`src/rtl/alu_collect_pkg.sv`:
```
// Shared types, command codes and command-classification helpers for the ALU operand collector.
package alu_collect_pkg;

    localparam int unsigned CMD_W = 4;

    typedef enum logic [1:0] {IDLE, WAIT_A, WAIT_B, ISSUE} state_e;
    typedef enum logic [1:0] {OK, TIMEOUT, NO_OPERAND, BAD_CMD} err_e;

    // MODE=1 (arithmetic)
    localparam logic [CMD_W-1:0] CMD_ADD       = 4'd0;
    localparam logic [CMD_W-1:0] CMD_SUB       = 4'd1;
    localparam logic [CMD_W-1:0] CMD_ADD_CIN   = 4'd2;
    localparam logic [CMD_W-1:0] CMD_SUB_CIN   = 4'd3;
    localparam logic [CMD_W-1:0] CMD_INC_A     = 4'd4;
    localparam logic [CMD_W-1:0] CMD_DEC_A     = 4'd5;
    localparam logic [CMD_W-1:0] CMD_INC_B     = 4'd6;
    localparam logic [CMD_W-1:0] CMD_DEC_B     = 4'd7;
    localparam logic [CMD_W-1:0] CMD_CMP       = 4'd8;
    localparam logic [CMD_W-1:0] CMD_MUL_INC   = 4'd9;
    localparam logic [CMD_W-1:0] CMD_MUL_SHIFT = 4'd10;

    // MODE=0 (logical)
    localparam logic [CMD_W-1:0] CMD_AND       = 4'd0;
    localparam logic [CMD_W-1:0] CMD_NAND      = 4'd1;
    localparam logic [CMD_W-1:0] CMD_OR        = 4'd2;
    localparam logic [CMD_W-1:0] CMD_NOR       = 4'd3;
    localparam logic [CMD_W-1:0] CMD_XOR       = 4'd4;
    localparam logic [CMD_W-1:0] CMD_XNOR      = 4'd5;
    localparam logic [CMD_W-1:0] CMD_NOT_A     = 4'd6;
    localparam logic [CMD_W-1:0] CMD_NOT_B     = 4'd7;
    localparam logic [CMD_W-1:0] CMD_SHR1_A    = 4'd8;
    localparam logic [CMD_W-1:0] CMD_SHL1_A    = 4'd9;
    localparam logic [CMD_W-1:0] CMD_SHR1_B    = 4'd10;
    localparam logic [CMD_W-1:0] CMD_SHL1_B    = 4'd11;
    localparam logic [CMD_W-1:0] CMD_ROL_A_B   = 4'd12;
    localparam logic [CMD_W-1:0] CMD_ROR_A_B   = 4'd13;

    function automatic logic cmd_in_range(logic mode, logic [CMD_W-1:0] cmd);
        return mode ? (cmd <= CMD_MUL_SHIFT) : (cmd <= CMD_ROR_A_B);
    endfunction

    function automatic logic is_two_op(logic mode, logic [CMD_W-1:0] cmd);
        if (mode) begin
            return cmd inside {CMD_ADD, CMD_SUB, CMD_ADD_CIN, CMD_SUB_CIN,
                               CMD_CMP, CMD_MUL_INC, CMD_MUL_SHIFT};
        end
        return cmd inside {CMD_AND, CMD_NAND, CMD_OR, CMD_NOR, CMD_XOR, CMD_XNOR,
                           CMD_ROL_A_B, CMD_ROR_A_B};
    endfunction

    // Single-operand commands: 1 when the command consumes OPA, 0 when it consumes OPB.
    function automatic logic needs_a(logic mode, logic [CMD_W-1:0] cmd);
        if (mode) begin
            return cmd inside {CMD_INC_A, CMD_DEC_A};
        end
        return cmd inside {CMD_NOT_A, CMD_SHR1_A, CMD_SHL1_A};
    endfunction

endpackage

```
`src/rtl/alu_operand_collector_timeout.sv`:
```
// Second-operand wait counter: cleared outside the wait window, expired at TIMEOUT-1.
module alu_timeout_counter #(
    parameter int unsigned TIMEOUT = 16
) (
    input  logic CLK,
    input  logic RESET,
    input  logic clear,
    input  logic enable,
    output logic expired
);

    localparam int unsigned CntW = (TIMEOUT > 2) ? $clog2(TIMEOUT) : 1;

    logic [CntW-1:0] cnt_q;

    always_ff @(posedge CLK or posedge RESET) begin
        if (RESET) begin
            cnt_q <= '0;
        end else if (clear) begin
            cnt_q <= '0;
        end else if (enable) begin
            cnt_q <= cnt_q + CntW'(1);
        end
    end

    assign expired = (cnt_q == CntW'(TIMEOUT - 1));

endmodule

```
`src/rtl/alu_operand_collector.sv`:
```
// Collects OPA/OPB (possibly in separate cycles) into one ALU request issued over valid/ready.
// Optional saturating statistics counters are built when ALU_COLLECT_STATS_EN is defined.
module alu_operand_collector
    import alu_collect_pkg::*;
#(
    parameter int unsigned WIDTH     = 8,
    parameter int unsigned CMD_WIDTH = 4,
    parameter int unsigned TIMEOUT   = 16
) (
    input  logic                 CLK,
    input  logic                 RESET,
    input  logic                 CE,
    input  logic                 MODE,
    input  logic [CMD_WIDTH-1:0] CMD,
    input  logic [1:0]           INP_VALID,
    input  logic [WIDTH-1:0]     OPA,
    input  logic [WIDTH-1:0]     OPB,
    input  logic                 CIN,
    output logic                 in_ready,
    output logic                 iss_valid,
    input  logic                 iss_ready,
    output logic [WIDTH-1:0]     iss_opa,
    output logic [WIDTH-1:0]     iss_opb,
    output logic [CMD_WIDTH-1:0] iss_cmd,
    output logic                 iss_mode,
    output logic                 iss_cin,
    output logic [1:0]           iss_err,
    output logic [15:0]          stat_timeouts,
    output logic [15:0]          stat_issues
);

    state_e               state_q, state_d;
    err_e                 err_q, err_d;
    logic [WIDTH-1:0]     opa_q, opa_d, opb_q, opb_d;
    logic [CMD_WIDTH-1:0] cmd_q, cmd_d;
    logic                 mode_q, mode_d, cin_q, cin_d;
    logic                 live_q;
    logic                 accept, go_wait, waiting, expired, handshake;

    // live_q keeps in_ready low until the first clock after reset release.
    assign in_ready  = live_q && (state_q != ISSUE);
    assign accept    = CE && in_ready;
    assign waiting   = (state_q == WAIT_A) || (state_q == WAIT_B);
    assign handshake = (state_q == ISSUE) && iss_ready;

    alu_timeout_counter #(
        .TIMEOUT (TIMEOUT)
    ) u_timeout (
        .CLK     (CLK),
        .RESET   (RESET),
        .clear   (!(waiting || go_wait)),
        .enable  (waiting || go_wait),
        .expired (expired)
    );

    always_comb begin
        state_d = state_q;
        err_d   = err_q;
        opa_d   = opa_q;
        opb_d   = opb_q;
        cmd_d   = cmd_q;
        mode_d  = mode_q;
        cin_d   = cin_q;
        go_wait = 1'b0;
        unique case (state_q)
            IDLE: begin
                if (accept) begin
                    cmd_d   = CMD;
                    mode_d  = MODE;
                    cin_d   = CIN;
                    opa_d   = INP_VALID[0] ? OPA : '0;
                    opb_d   = INP_VALID[1] ? OPB : '0;
                    state_d = ISSUE;
                    err_d   = OK;
                    if (!cmd_in_range(MODE, CMD)) begin
                        err_d = BAD_CMD;
                    end else if (INP_VALID == 2'b00) begin
                        err_d = NO_OPERAND;
                    end else if (INP_VALID != 2'b11) begin
                        if (is_two_op(MODE, CMD)) begin
                            go_wait = 1'b1;
                            state_d = INP_VALID[0] ? WAIT_B : WAIT_A;
                        end else if (needs_a(MODE, CMD) != INP_VALID[0]) begin
                            err_d = NO_OPERAND;
                        end
                    end
                end
            end
            WAIT_A: begin
                if (accept && INP_VALID[0]) begin
                    opa_d   = OPA;
                    state_d = ISSUE;
                end else if (expired) begin
                    err_d   = alu_collect_pkg::TIMEOUT;
                    state_d = ISSUE;
                end
            end
            WAIT_B: begin
                if (accept && INP_VALID[1]) begin
                    opb_d   = OPB;
                    state_d = ISSUE;
                end else if (expired) begin
                    err_d   = alu_collect_pkg::TIMEOUT;
                    state_d = ISSUE;
                end
            end
            ISSUE: begin
                if (iss_ready) begin
                    state_d = IDLE;
                end
            end
            default: state_d = IDLE;
        endcase
    end

    always_ff @(posedge CLK or posedge RESET) begin
        if (RESET) begin
            state_q <= IDLE;
            err_q   <= OK;
            opa_q   <= '0;
            opb_q   <= '0;
            cmd_q   <= '0;
            mode_q  <= 1'b0;
            cin_q   <= 1'b0;
            live_q  <= 1'b0;
        end else begin
            state_q <= state_d;
            err_q   <= err_d;
            opa_q   <= opa_d;
            opb_q   <= opb_d;
            cmd_q   <= cmd_d;
            mode_q  <= mode_d;
            cin_q   <= cin_d;
            live_q  <= 1'b1;
        end
    end

    assign iss_valid = (state_q == ISSUE);
    assign iss_opa   = opa_q;
    assign iss_opb   = opb_q;
    assign iss_cmd   = cmd_q;
    assign iss_mode  = mode_q;
    assign iss_cin   = cin_q;
    assign iss_err   = err_q;

`ifdef ALU_COLLECT_STATS_EN
    logic [15:0] stat_timeouts_q, stat_issues_q;

    always_ff @(posedge CLK or posedge RESET) begin
        if (RESET) begin
            stat_timeouts_q <= '0;
            stat_issues_q   <= '0;
        end else if (handshake) begin
            if (stat_issues_q != 16'hFFFF) begin
                stat_issues_q <= stat_issues_q + 16'd1;
            end
            if ((err_q == alu_collect_pkg::TIMEOUT) && (stat_timeouts_q != 16'hFFFF)) begin
                stat_timeouts_q <= stat_timeouts_q + 16'd1;
            end
        end
    end

    assign stat_timeouts = stat_timeouts_q;
    assign stat_issues   = stat_issues_q;
`else
    assign stat_timeouts = '0;
    assign stat_issues   = '0;
`endif

endmodule

```
`config.mk`:
```
export PLATFORM = sky130hd
export DESIGN_NAME = alu_operand_collector
export DESIGN_NICKNAME = d
export VERILOG_FILES = /design/src/rtl/alu_collect_pkg.sv /design/src/rtl/alu_operand_collector_timeout.sv /design/src/rtl/alu_operand_collector.sv
export SDC_FILE = /design/constraint.sdc
export NUM_CORES = 1
export LEC_CHECK = 0
export BUFFER_PORTS_ARGS = -buffer_cell sky130_fd_sc_hd__buf_2
export CAP_MARGIN = 20
export CORE_MARGIN = 4
export CORE_UTILIZATION = 40
export CTS_CLUSTER_SIZE = 14
export DETAILED_ROUTE_END_ITERATION = 6
export GPL_ROUTABILITY_DRIVEN = 1
export PLACE_DENSITY = 0.7
export SLEW_MARGIN = 15
export SYNTH_ARGS = -nofsm -noshare
export SYNTH_HDL_FRONTEND = slang
export SYNTH_SLANG_ARGS = --single-unit
```
`constraint.sdc`:
```
create_clock -name CLK -period 1.71 [get_ports CLK]
set_input_delay 0 -clock CLK [delete_from_list [all_inputs] [get_ports CLK]]
set_output_delay 0 -clock CLK [all_outputs]
set_load 0.02 [all_outputs]
```
# ---- Yosys cells after proc, flatten, opt, wreduce, memory -nomap -nowiden
# Cells that the tools add are included.
dict set report word_totals {
  in_bits 28
  out_inout_bits 58
  elab_cells 121
  ff_bits 31
}
dict set report classes {
  eq_ne 24
  reduce_logical 21
  add_sub_neg 1
  magnitude_cmp 2
  n_mux 64
}
# op count
set op_table {}
lappend op_table {{$mux W8} 6}
lappend op_table {{$mux W2} 19}
lappend op_table {{$mux W1} 34}
lappend op_table {{$pmux W8 S2} 2}
lappend op_table {{$eq A4 B4 Y1 const B} 6}
lappend op_table {{$eq A4 B3 Y1 const B} 3}
lappend op_table {{$ne A2 B2 Y1 const B} 5}
lappend op_table {{$eq A4 B2 Y1 const B} 2}
lappend op_table {{$le A4 B4 Y1 const B} 2}
lappend op_table {{$pmux W2 S4} 1}
lappend op_table {{$reduce_bool A8 Y1} 1}
lappend op_table {{$reduce_bool A7 Y1} 1}
lappend op_table {{$ne A2 B1 Y1 const B} 3}
lappend op_table {{$pmux W2 S3} 1}
lappend op_table {{$reduce_and A3 Y1} 2}
lappend op_table {{$reduce_bool A2 Y1} 3}
lappend op_table {{$reduce_bool A3 Y1} 2}
lappend op_table {{$add A4 B1 Y4 const B} 1}
lappend op_table {{$eq A2 B2 Y1 const B} 2}
lappend op_table {{$eq A4 B1 Y1 const B} 1}
lappend op_table {{$logic_and A1 B1 Y1} 4}
lappend op_table {{$logic_not A2 Y1} 2}
lappend op_table {{$logic_not A4 Y1} 1}
lappend op_table {{$mux W4} 1}
lappend op_table {{other kinds (5)} 7}

# ---- Longest topological paths before layout
dict set report logic_depth {
  ltp_word 33
  depth_mapped 8
  depth_no_buf 7
}

# ---- Modules after synthesis
# Synthesis repeated with hierarchy kept, for this count alone.
dict set report hier_totals {
  cells_unflattened 204
  area_unflattened_um2 1939.4
}
# mod cells_per_inst seq_area_each_um2 area_per_inst_um2 instances
set by_module_without_submodules {}
lappend by_module_without_submodules {alu_operand_collector 186 675.6 1736.7 1}
lappend by_module_without_submodules {alu_timeout_counter 18 100.1 202.7 1}

# ---- Least setup slack after synthesis
# Ideal clock, no wire load.
dict set report synth_path {
  kind {reg-to-reg}
  start {reg state_q[0]}
  end {reg opb_q[1] (netlist: iss_opb[1])}
  path_stages_with_launch 8
  required_ns 1.634
  n_path_buf 1
  arrival_time_ns 1.574
  synth_period_minus_slack_ns 1.651
  setup_slack_ns 0.059
  setup_time_ns 0.076
  path_cell_list {dfrtp_1 -> ha_1 -> nand4b_4 -> nor2_2 -> a31oi_4 -> buf_6 -> nand2_1 -> o21ai_1}
}
dict set report synth_between {
  elab_chain_len 6
  elab_cells_between_ends 11
  classes_between {eq/ne: 4; mux: 1; reduce/logical: 6}
}
# item line_no
set synth_lines {}
lappend synth_lines {{start: declaration} alu_operand_collector.sv:32} ;# state_e state_q, state_d;
lappend synth_lines {{start signal: assignment} alu_operand_collector.sv:127} ;# state_q <= state_d;
lappend synth_lines {{$ne A2 B2 Y1} alu_operand_collector.sv:41} ;# assign in_ready = live_q && (state_q != ISSUE);
lappend synth_lines {{$logic_and A1 B1 Y1} alu_operand_collector.sv:41}
lappend synth_lines {{$logic_and A1 B1 Y1} alu_operand_collector.sv:42} ;# assign accept = CE && in_ready;
lappend synth_lines {{$logic_and A1 B1 Y1} alu_operand_collector.sv:99} ;# if (accept && INP_VALID[1]) begin
lappend synth_lines {{$ne A2 B1 Y1 (no source line)} -}
lappend synth_lines {{$reduce_and A3 Y1 (no source line)} -}
lappend synth_lines {{end signal: assignment} alu_operand_collector.sv:130} ;# opb_q <= opb_d;
lappend synth_lines {{end: declaration} alu_operand_collector.sv:34} ;# logic [WIDTH-1:0] opa_q, opa_d, opb_q, opb_d;
# Several ways; a longest one is shown, not always the timed one.
# A chain may end at the register's enable or synchronous reset.

# ---- Worst setup path after layout
dict set report layout_path {
  start {reg u_timeout.cnt_q[0]}
  end {reg state_q[0]}
}
dict set report layout_between {
  elab_chain_len 4
  elab_cells_between_ends 5
  classes_between {eq/ne: 1; mux: 4}
}
# item line_no
set layout_lines {}
lappend layout_lines {{start: declaration} alu_operand_collector_timeout.sv:14} ;# logic [CntW-1:0] cnt_q;
lappend layout_lines {{start signal: assignment} alu_operand_collector_timeout.sv:22} ;# cnt_q <= cnt_q + CntW'(1);
lappend layout_lines {{$eq A4 B4 Y1 (*)} alu_operand_collector_timeout.sv:26} ;# assign expired = (cnt_q == CntW'(TIMEOUT - 1));
lappend layout_lines {{$mux W2 (*)} -}
lappend layout_lines {{$mux W2, on equally long branches} -}
lappend layout_lines {{$pmux W2 S4 (*)} -}
# Every way passes the cells marked *; elsewhere a longest branch is shown, timed or not.

==> impl_metrics.json <==
{
  "synth_flop_cell": "dfrtp_1",
  "antenna_found_initial": 0,
  "critPathMaxStageDelay_ns": 0.40,
  "diodes": 0,
  "firstDrtPassIters": 5,
  "ys_ff_latch": 31,
  "status": "completed",
  "design_area_um2": 2354,
  "core-area_um2": 4384,
  "power.density_nw_per_um2": 1604,
  "routed_via_density": 4.492,
  "synth_compound_area_frac": 0.1577,
  "htree_levels": 2,
  "r2r_end": "state_q[0]$_DFFE_PP0P_",
  "synthXorXnorAreaFrac": 0.01433,
  "min_to": "iss_cmd[3]$_DFFE_PP0P_",
  "syn_avg_cell_area_um2": 9.547,
  "ys_seq_area_frac": 0.4232,
  "drc": 0,
  "ir_drop_mv": 0.7646,
  "slew_viol_final": 0,
  "cts_tree": "built",
  "die_y_um": 75.70,
  "max-cap-violations": 0,
  "cts_made_buffers": 5,
  "die_width_um": 75.70,
  "yosys.area_share.simple": 0.1447,
  "critical_path_arrival_ns": 1.81,
  "ios": 86,
  "worstHoldPathCells": 2,
  "grt_pass1_vias": 1399,
  "worstSkewPairLatency_ns": 0.28,
  "synth_top_area_cell": "dfrtp_1",
  "synth.top_cell.area_share": 0.4232,
  "synth_fa_ha_area_frac": 0.04096,
  "cp-start-kind": "flop",
  "nNetsFinal": 304,
  "instances_no_fill": 323,
  "synthDistinctLibCells": 37,
  "skew_ns": 0.003446,
  "yosysWarnings": 0,
  "grt_max_degree": 32,
  "rows": 24,
  "cts-root-buf": "clkbuf_8",
  "min_period_over_period": 0.9649,
  "portBuffers": 53,
  "netlist_area_um2": 1833,
  "setup_violations": 0,
  "vias": 1451,
  "hold_viol": 0,
  "place_ws_ns": 0.04883,
  "cts.reportedPaths.clkPinSlew_ns": 0.07,
  "layout-drive-gt1-share": 0.3137,
  "routedWlPerCell_um": 12.52,
  "cpMaxStageDelayCell": "dfrtp_1",
  "async_reset_ff_frac": 1.000,
  "ant_nets": 0,
  "setup_slack_ns": 0.06009,
  "r2r_cells": 5,
  "die-area_um2": 5730,
  "synth_top_family_by_area": "buffers and inverters",
  "r2r_slack_ns": 0.06,
  "hpwl_um": 2840,
  "synth_most_common_cell": "nand2_1",
  "post-place-cells": 294,
  "area_delta_synth_final_pct": 28.40,
  "grt.overflow.total": 0,
  "synth-edff-count": 0,
  "endpoint_kind": "flop",
  "synth_common_cells": "nand2_1, buf_4, dfrtp_1, o21ai_1, a21oi_1",
  "grt_usage": 0.1474,
  "required_ns": 1.87,
  "synthCells": 192,
  "max_freq_mhz": 606.1,
  "netlist_top_cells_area": "dfrtp_1, buf_4, nand2_1, ha_1, o21ai_1",
  "hold_path.class": "in2reg",
  "initial_utilization": 0.4181,
  "worstPathCellList": "ha_1 > and3_1 > a211o_1 > a211oi_1 > o21ai_1",
  "clock_path_buffers": 2,
  "rsz0062_at_grt": "yes",
  "hold_path_startpoint": "CMD[3]",
  "grt_pass1_wl_um": 6265,
  "synthMuxAreaShare": 0.04778,
  "wl_um": 4045,
  "power.total_mw": 3.776,
  "r2r_start": "u_timeout.cnt_q[0]$_DFF_PP0_",
  "fin_crit_ns": 1.650,
  "place_congestion": 0.8450,
  "drt_iter0_markers": 30,
  "cts_sinks": 31,
  "cp_max_fo": 3,
  "fillers": 415,
  "path_class": "reg2reg",
  "placed_area_um2": 2029,
  "power_leakage_nw": 1.258
}
[registers in the layout (all words and copies together), names as in the netlist]
register / count
iss_opa: 8
iss_opb: 8
iss_cmd: 4
u_timeout.cnt_q: 4
iss_err: 2
state_q: 2
iss_cin: 1
iss_mode: 1
live_q: 1
[where the power goes]
part,switching (mW),internal (mW),leakage [nW],total [mW]
Clock,0.277,0.278,0.0477,0.555
Combinational,1.19,0.787,0.820,1.98
Sequential,0.177,1.06,0.390,1.24
[how the worst max path moves through the flow]
| stage | depth (start not counted) | endpoint | slack, ns | startpoint |
|---|---|---|---|---|
| after floorplan | 7 | iss_opb[1]$_DFFE_PP0P_ | 0.06 | state_q[0]$_DFFE_PP0P_ |
| after global placement | 7 | iss_err[0]$_DFFE_PP0P_ | 0.08 | state_q[1]$_DFFE_PP0P_ |
| after detailed placement | 5 | iss_opa[2]$_DFFE_PP0P_ | 0.05 | state_q[1]$_DFFE_PP0P_ |
| after CTS | 5 | iss_opa[2]$_DFFE_PP0P_ | 0.008 | state_q[1]$_DFFE_PP0P_ |
| after global routing | 7 | iss_err[1]$_DFFE_PP0P_ | -0.04 | state_q[1]$_DFFE_PP0P_ |
| final | 5 | state_q[0]$_DFFE_PP0P_ | 0.06 | u_timeout.cnt_q[0]$_DFF_PP0_ |
[metal layers]
layer	up-vias	GRT usage	part of all wire
met5	-	0	0
met4	0	0.05825	0.015
met3	7	0.04222	0.072
met2	51	0.2550	0.50
met1	658	0.1716	0.42
li1	735	-	-
[critical path, delay by kind of cell, from the launching register on]
| kind | cells | cell delay, ns |
|---|---|---|
| flip-flops | 1 | 0.40 |
| AO/OA/AOI/OAI | 3 | 0.67 |
| adder cells (fa/ha/maj) | 1 | 0.22 |
| AND/OR/NAND/NOR | 1 | 0.22 |
[cells in the final DEF, fill, tap and decap left out, types with 2 or more instances in the layout]
master / synthesis / layout
a211o_1: 2 / 2
a211oi_1: 2 / 2
a21oi_1: 10 / 9
a31oi_4: 2 / 2
a41o_1: 2 / 2
buf_12: 0 / 2
buf_2: 1 / 53
buf_4: 32 / 4
clkbuf_8: 0 / 5
clkinv_2: 0 / 3
conb_1: 2 / 33
dfrtp_1: 31 / 30
dlygate4sd3_1: 0 / 19
ha_1: 6 / 4
ha_2: 0 / 2
inv_1: 7 / 7
mux2_2: 6 / 6
mux2i_1: 2 / 2
nand2_1: 37 / 37
nor2_1: 5 / 5
nor2_2: 2 / 2
nor2b_1: 2 / 2
o21ai_0: 4 / 4
o21ai_1: 15 / 15
or2_2: 2 / 2
xnor2_1: 2 / 2
[repair_timing]
action,4_1_cts,5_1_grt
endpoints found under the setup margin,0,20
buffers inserted,0,2
hold buffers,19,0
resized for setup,0,4
endpoints found under the hold margin,49,0
[cell families (layout without fill, tap and decap cells)]
group,after synthesis,count (layout)
muxes,8,8
DFF,31,31
xor gates and xnor gates,3,3
buffers and inverters,45,93
AOI/OAI and AO/OA,43,43
other,2,33
and+or+nand+nor,54,54
adders and majority gates,6,6
[area by class of cell]
| type | count | area, um2 | share of cell area |
|---|---|---|---|
| clock inverter | 3 | 15.01 | 0.006380 |
| timing repair buffer | 78 | 525.5 | 0.2233 |
| sequential | 31 | 777.0 | 0.3301 |
| clock buffer | 5 | 68.82 | 0.02924 |
| inverter | 7 | 26.28 | 0.01116 |
| multi-input combinational | 147 | 875.8 | 0.3721 |
| tap | 52 | 65.06 | 0.02764 |
[through the flow]
| step | hold WS (ns) | setup TNS, ns | util |
|---|---|---|---|
| final | 0.04044 | 0 | 0.5368 |
| after global routing | 0.04808 | -0.08179 | 0.5368 |
| after CTS | 0.01635 | 0 | 0.5254 |
| after detailed placement | 0.1043 | 0 | 0.4629 |
| after global placement | 0.1026 | 0 | 0.4629 |
| after floorplan | 0.1035 | 0 | - |
(Power assumes the default switching activity.)
